$ cat src/rtl/reg_file_scoreboard.sv
// reg_file_scoreboard
//   Integer register file with a busy-bit scoreboard for in-order issue.
//   Index 0 is hardwired to zero and is never busy. Reads are combinational
//   with a write-first bypass. The scoreboard marks a destination busy on
//   issue and clears it on write-back. A new issue to the same index in the
//   same cycle as its write-back wins. Flush drops all busy bits.
//
// Ports
//   clk           rising-edge clock
//   rst           synchronous active-high reset (array, busy bits, count)
//   WriteEn       write-back valid
//   WriteReg      write-back destination index
//   WriteData     write-back data
//   RS1_D, RS2_D  read-port indices
//   RD1_D, RD2_D  read-port data (bypassed from a same-cycle write)
//   IssueValid    an instruction with a destination issues this cycle
//   IssueRd       destination of the issuing instruction
//   Flush         clear all busy bits
//   Stall         a source register is busy and is not being written now
//   PendingCount  registered number of busy registers
module reg_file_scoreboard #(
    parameter int XLEN = 64,
    parameter int NREG = 32
) (
    input  logic            clk,
    input  logic            rst,
    input  logic            WriteEn,
    input  logic [4:0]      WriteReg,
    input  logic [XLEN-1:0] WriteData,
    input  logic [4:0]      RS1_D,
    input  logic [4:0]      RS2_D,
    output logic [XLEN-1:0] RD1_D,
    output logic [XLEN-1:0] RD2_D,
    input  logic            IssueValid,
    input  logic [4:0]      IssueRd,
    input  logic            Flush,
    output logic            Stall,
    output logic [5:0]      PendingCount
);

    logic [XLEN-1:0] regs [NREG];
    logic [NREG-1:0] busy;
    logic [NREG-1:0] busy_nxt;
    logic            wr_valid;
    logic            issue_set;
    logic            bypass1;
    logic            bypass2;
    logic            src1_busy;
    logic            src2_busy;

    function automatic logic [5:0] popcount(input logic [NREG-1:0] v);
        logic [5:0] cnt;
        cnt = '0;
        for (int i = 0; i < NREG; i++) begin
            cnt = cnt + {5'b0, v[i]};
        end
        return cnt;
    endfunction

    // A write to x0 is a no-op everywhere, including the scoreboard.
    assign wr_valid  = WriteEn && (WriteReg != 5'd0);
    assign issue_set = IssueValid && (IssueRd != 5'd0);

    // Clear first, then set, so a same-index issue beats its own write-back.
    // Flush then overrides everything, including the new issue.
    always_comb begin
        busy_nxt = busy;
        if (wr_valid) begin
            busy_nxt[WriteReg] = 1'b0;
        end
        if (issue_set) begin
            busy_nxt[IssueRd] = 1'b1;
        end
        if (Flush) begin
            busy_nxt = '0;
        end
        busy_nxt[0] = 1'b0;
    end

    always_ff @(posedge clk) begin
        if (rst) begin
            for (int i = 0; i < NREG; i++) begin
                regs[i] <= '0;
            end
            busy         <= '0;
            PendingCount <= '0;
        end else begin
            if (wr_valid) begin
                regs[WriteReg] <= WriteData;
            end
            busy         <= busy_nxt;
            // Counting the next state makes the count line up with busy.
            PendingCount <= popcount(busy_nxt);
        end
    end

    assign bypass1 = wr_valid && (WriteReg == RS1_D);
    assign bypass2 = wr_valid && (WriteReg == RS2_D);

    always_comb begin
        RD1_D = '0;
        RD2_D = '0;
        if (RS1_D != 5'd0) begin
            RD1_D = bypass1 ? WriteData : regs[RS1_D];
        end
        if (RS2_D != 5'd0) begin
            RD2_D = bypass2 ? WriteData : regs[RS2_D];
        end
    end

    // A source being written back this cycle is already satisfied.
    assign src1_busy = (RS1_D != 5'd0) && busy[RS1_D] && !bypass1;
    assign src2_busy = (RS2_D != 5'd0) && busy[RS2_D] && !bypass2;
    assign Stall     = src1_busy || src2_busy;

endmodule

$ cat config.mk
export PLATFORM = sky130hd
export DESIGN_NAME = reg_file_scoreboard
export DESIGN_NICKNAME = d
export VERILOG_FILES = /design/src/rtl/reg_file_scoreboard.sv
export SDC_FILE = /design/constraint.sdc
export NUM_CORES = 2
export LEC_CHECK = 0
export CORE_ASPECT_RATIO = 1.25
export CORE_MARGIN = 8
export CORE_UTILIZATION = 45
export CTS_CLUSTER_SIZE = 10
export DETAILED_ROUTE_END_ITERATION = 8
export HOLD_SLACK_MARGIN = 0.1
export SLEW_MARGIN = 0
export SYNTH_ARGS = -nofsm -noshare
export SYNTH_HDL_FRONTEND = slang
export SYNTH_SLANG_ARGS = --single-unit
export TNS_END_PERCENT = 30
$ cat constraint.sdc
create_clock -name clk -period 6.5 [get_ports clk]
set_clock_uncertainty 0.15 [all_clocks]
set_input_delay 1.3 -clock clk [delete_from_list [all_inputs] [get_ports clk]]
set_output_delay 1.3 -clock clk [all_outputs]
set_load 0.02 [all_outputs]
==> metrics.md <==
| Metric | Value |
|---|---|
| Clock share of power | a little under two fifths |
| Setup crit end kind | register |
| Drt total wl | about 450000 um |
| Critical path type | in2reg |
| Leakage | between 0.04 and 0.05 uW |
| Vias per std cell | just under 7 |
| Finished Cell Area | approximately 130000 um2 |
| Antenna violations before repair | 57 |
| Int Pwr | between 20000 and 25000 uW |
| Fin crit share | approximately 97% |
| First-pass GRT wire length | approximately 620000 um |
| Synth Register Bits | 2085 |
| Total gr overflow | 0 |
| Fin. max-slew vios | 0 |
| Routed length per instance | just under 40 um |
| I/O pin total | about 220 |
| Drt initial violations | around 12000 |
| Dominant register cell in the synthesized netlist | edfxtp_1 |
| Slew @ Worst Pin | 1.390 ns |
| Row cnt | 205 |
| Core ar. | between 200000 and 250000 um2 |
| Switching power | 8542 uW |
| Detailed Routing Iterations Pass 1 | 6 |
| P&R area growth vs syn | 13.03% |
| Chip Width | 462.5 um |
| Clk slew on worst S/H paths | 0.06 ns |
| Startpoint types | input pin |
| Commonest cells after routing, fill and taps aside | edfxtp_1 (2048), and2_1 (1988), mux4_2 (822) |
| Synthesized area | 112100 um2 |
| Syn Area/Cell | 14.41 um2 |
| Synth unique cells | between 70 and 80 |
| Largest net degree at the start of global routing | 79 |
| H-Tree Depth | 4 |
| Post-DP Area | roughly 120000 um2 |
| Clock sinks | around 2100 |
| Drc violations | 0 |
| Initial Util | 45.11% |
| Final #Nets | between 8000 and 9000 |
| CTS tree | built |
| Total power | between 30000 and 40000 uW |
| Synth Instances | ~7800 |
| Pwr/cell area | between 200 and 300 nW/um2 |
| PortBufs | ~220 |
| Peak VDD IR | ~0.00025 V |
| Maximum root-to-sink buffer count | 4 |
| Final hold viol count | 0 |
| Setup violations, final | 0 |
| Fill cells | between 20000 and 25000 |
| Final Util | 50.99% |
| Seq pwr share | around half |
| Async SR Flop Fraction | 0% |
| Worst-Skew Late Latency | around 0.86 ns |
| EDFF count, synth | around 2000 |
| Commonest non-fill, non-tap cell in the layout | edfxtp_1 |
| Critical Path RT | just over 7 ns |
| Register Area | approximately 62000 um2 |
| Total CTS buffers | 240 |
| Fin cells | roughly 11000 |
| Detailed-route via count | about 77000 |
| Synth top area cells | edfxtp_1 (55%), mux4_2 (17%), and2_1 (11%) |
| HP Class | reg2reg |
| RSZ-0062 raised after global routing | false |
| Die ar. | between 200000 and 300000 um2 |
| Peak Freq | about 160 MHz |
| Max_cap viols | 0 |
| Ys Warns | 0 |
| Die H | roughly 570 um |
| Multi-input gate area | ~47000 um2 |
| Comb pwr share | between 10 and 15% |
| Vias in the first global route | 78520 |
| Status | finished, final reports clean |
| Post-CTS Hold Buffers | 0 |
| Worst-path fanout max | 13 |
| Final hold slack | between 0.5 and 0.6 ns |
| Max_slew headroom | 7.022% |
| Root buffer cell | clkbuf_16 |
| GRT Overall Usage | between 30% and 40% |
| # placed instances | between 10000 and 15000 |
| Post-synthesis sequential area ratio | a little under three fifths |
| Routability cong. | roughly 0.87 |
| Area leader, netlist | edfxtp_1 |
| Yosys top cell area share | between 50% and 60% |
| Hpwl dp | approximately 260000 um |
| Crit path arrival time | 6.89 ns |
| Sw Share | 26.27% |
| Layout cells sized above 1 | 21.65% |
| Fin crit period | about 6.3 ns |
| ANT nets after route | 0 |
==> cells in the mapped netlist, drive strengths merged (96+ instances only) <==
| master | number |
|---|---|
| clkbuf | 586 |
| mux4 | 830 |
| o22ai | 208 |
| nand2 | 111 |
| nand3 | 126 |
| a32o | 96 |
| mux2i | 443 |
| nor2 | 190 |
| o21ai | 168 |
| a221oi | 138 |
| and2 | 1988 |
| edfxtp | 2048 |
| buf | 253 |
==> power by group through the flow <==
stage	registers [uW]	clock network, uW	logic [uW]
2_1_floorplan	16000	0	2610
3_3_place_gp	16100	0	4550
3_5_place_dp	16100	0	4570
4_1_cts	15900	12000	4580
5_1_grt	16000	12500	4750
6_report	15900	12000	4650
==> critical path: stages <==
cell             delay (ns)
clkdlybuf4s50_1        0.51
buf_12                 0.16
and4bb_2               0.28
nand2_1                0.11
a22oi_1                0.09
or2_4                  0.27
fa_1                   0.52
inv_1                  0.05
fa_1                   0.49
inv_1                  0.06
fa_1                   0.46
fa_1                   0.51
fa_1                   0.43
fa_1                   0.53
fa_2                   0.20
inv_2                  0.05
fa_2                   0.35
a21o_1                 0.18
a21oi_2                0.13
xor2_1                 0.15
nor2_1                 0.05
==> metrics by stage <==
stage	worst slack (ns)	setup TNS [ns]
floorplan	-0.01138	-0.01138
global placement	-0.7925	-3.276
detailed placement	-0.7660	-3.217
CTS	0.1465	0
global route	0.007449	0
finish	0.1900	0
==> registers in the layout, indices dropped and copies added (netlist names) <==
register and cells:
busy 31, regs 2048, PendingCount 6
==> cell type report <==
| cell class | instances | area share, % |
|---|---|---|
| Clock inverter | 16 | 0.09872 |
| Tap cell | 3312 | 3.270 |
| Clock buffer | 277 | 4.890 |
| Sequential cell | 2085 | 49.11 |
| Multi-Input combinational cell | 4885 | 36.92 |
| Inverter | 37 | 0.1175 |
| Antenna cell | 36 | 0.07108 |
| Timing Repair Buffer | 673 | 5.528 |
==> path summary, 6_finish.rpt <==
| kind | start | end | slack [ns] | cells past startpoint |
|---|---|---|---|---|
| worst min register to register | busy[4] | busy[4] | 0.52 | 2 |
| worst min-delay path | busy[4] | busy[4] | 0.52 | 2 |
| worst max register to register | busy[12] | PendingCount[4] | 1.21 | 17 |
| worst max-delay path | WriteReg[2] | PendingCount[4] | 0.19 | 21 |
==> what timing repair did <==
item / in CTS / in global routing
setup buffers: 0 / 2
gates resized for setup: 0 / 14
setup endpoints to repair: 0 / 1
==> kinds of logic after synthesis <==
| kind of cell | Yosys count | share of synthesized area, % |
|---|---|---|
| other cells | 1 | 0.003344 |
| xor+xnor | 13 | 0.1015 |
| fa+ha+maj | 30 | 0.4887 |
| mux | 1292 | 20.84 |
| flops | 2085 | 55.51 |
| simple gates | 2573 | 13.58 |
| buf+inv | 876 | 3.616 |
| compound gates | 913 | 5.862 |
==> layer usage <==
| metal | part of all wire, % | wire (um) | GRT usage, % | vias up |
|---|---|---|---|---|
| li1 | - | - | - | 30110 |
| met1 | 34 | 153800 | 39.83 | 39740 |
| met2 | 46 | 208700 | 52.49 | 5969 |
| met3 | 12 | 52030 | 7.409 | 1584 |
| met4 | 7.7 | 34760 | 20.57 | 12 |
| met5 | 0.019 | 85 | 0 | - |
Power figures use the tool's default switching activity.
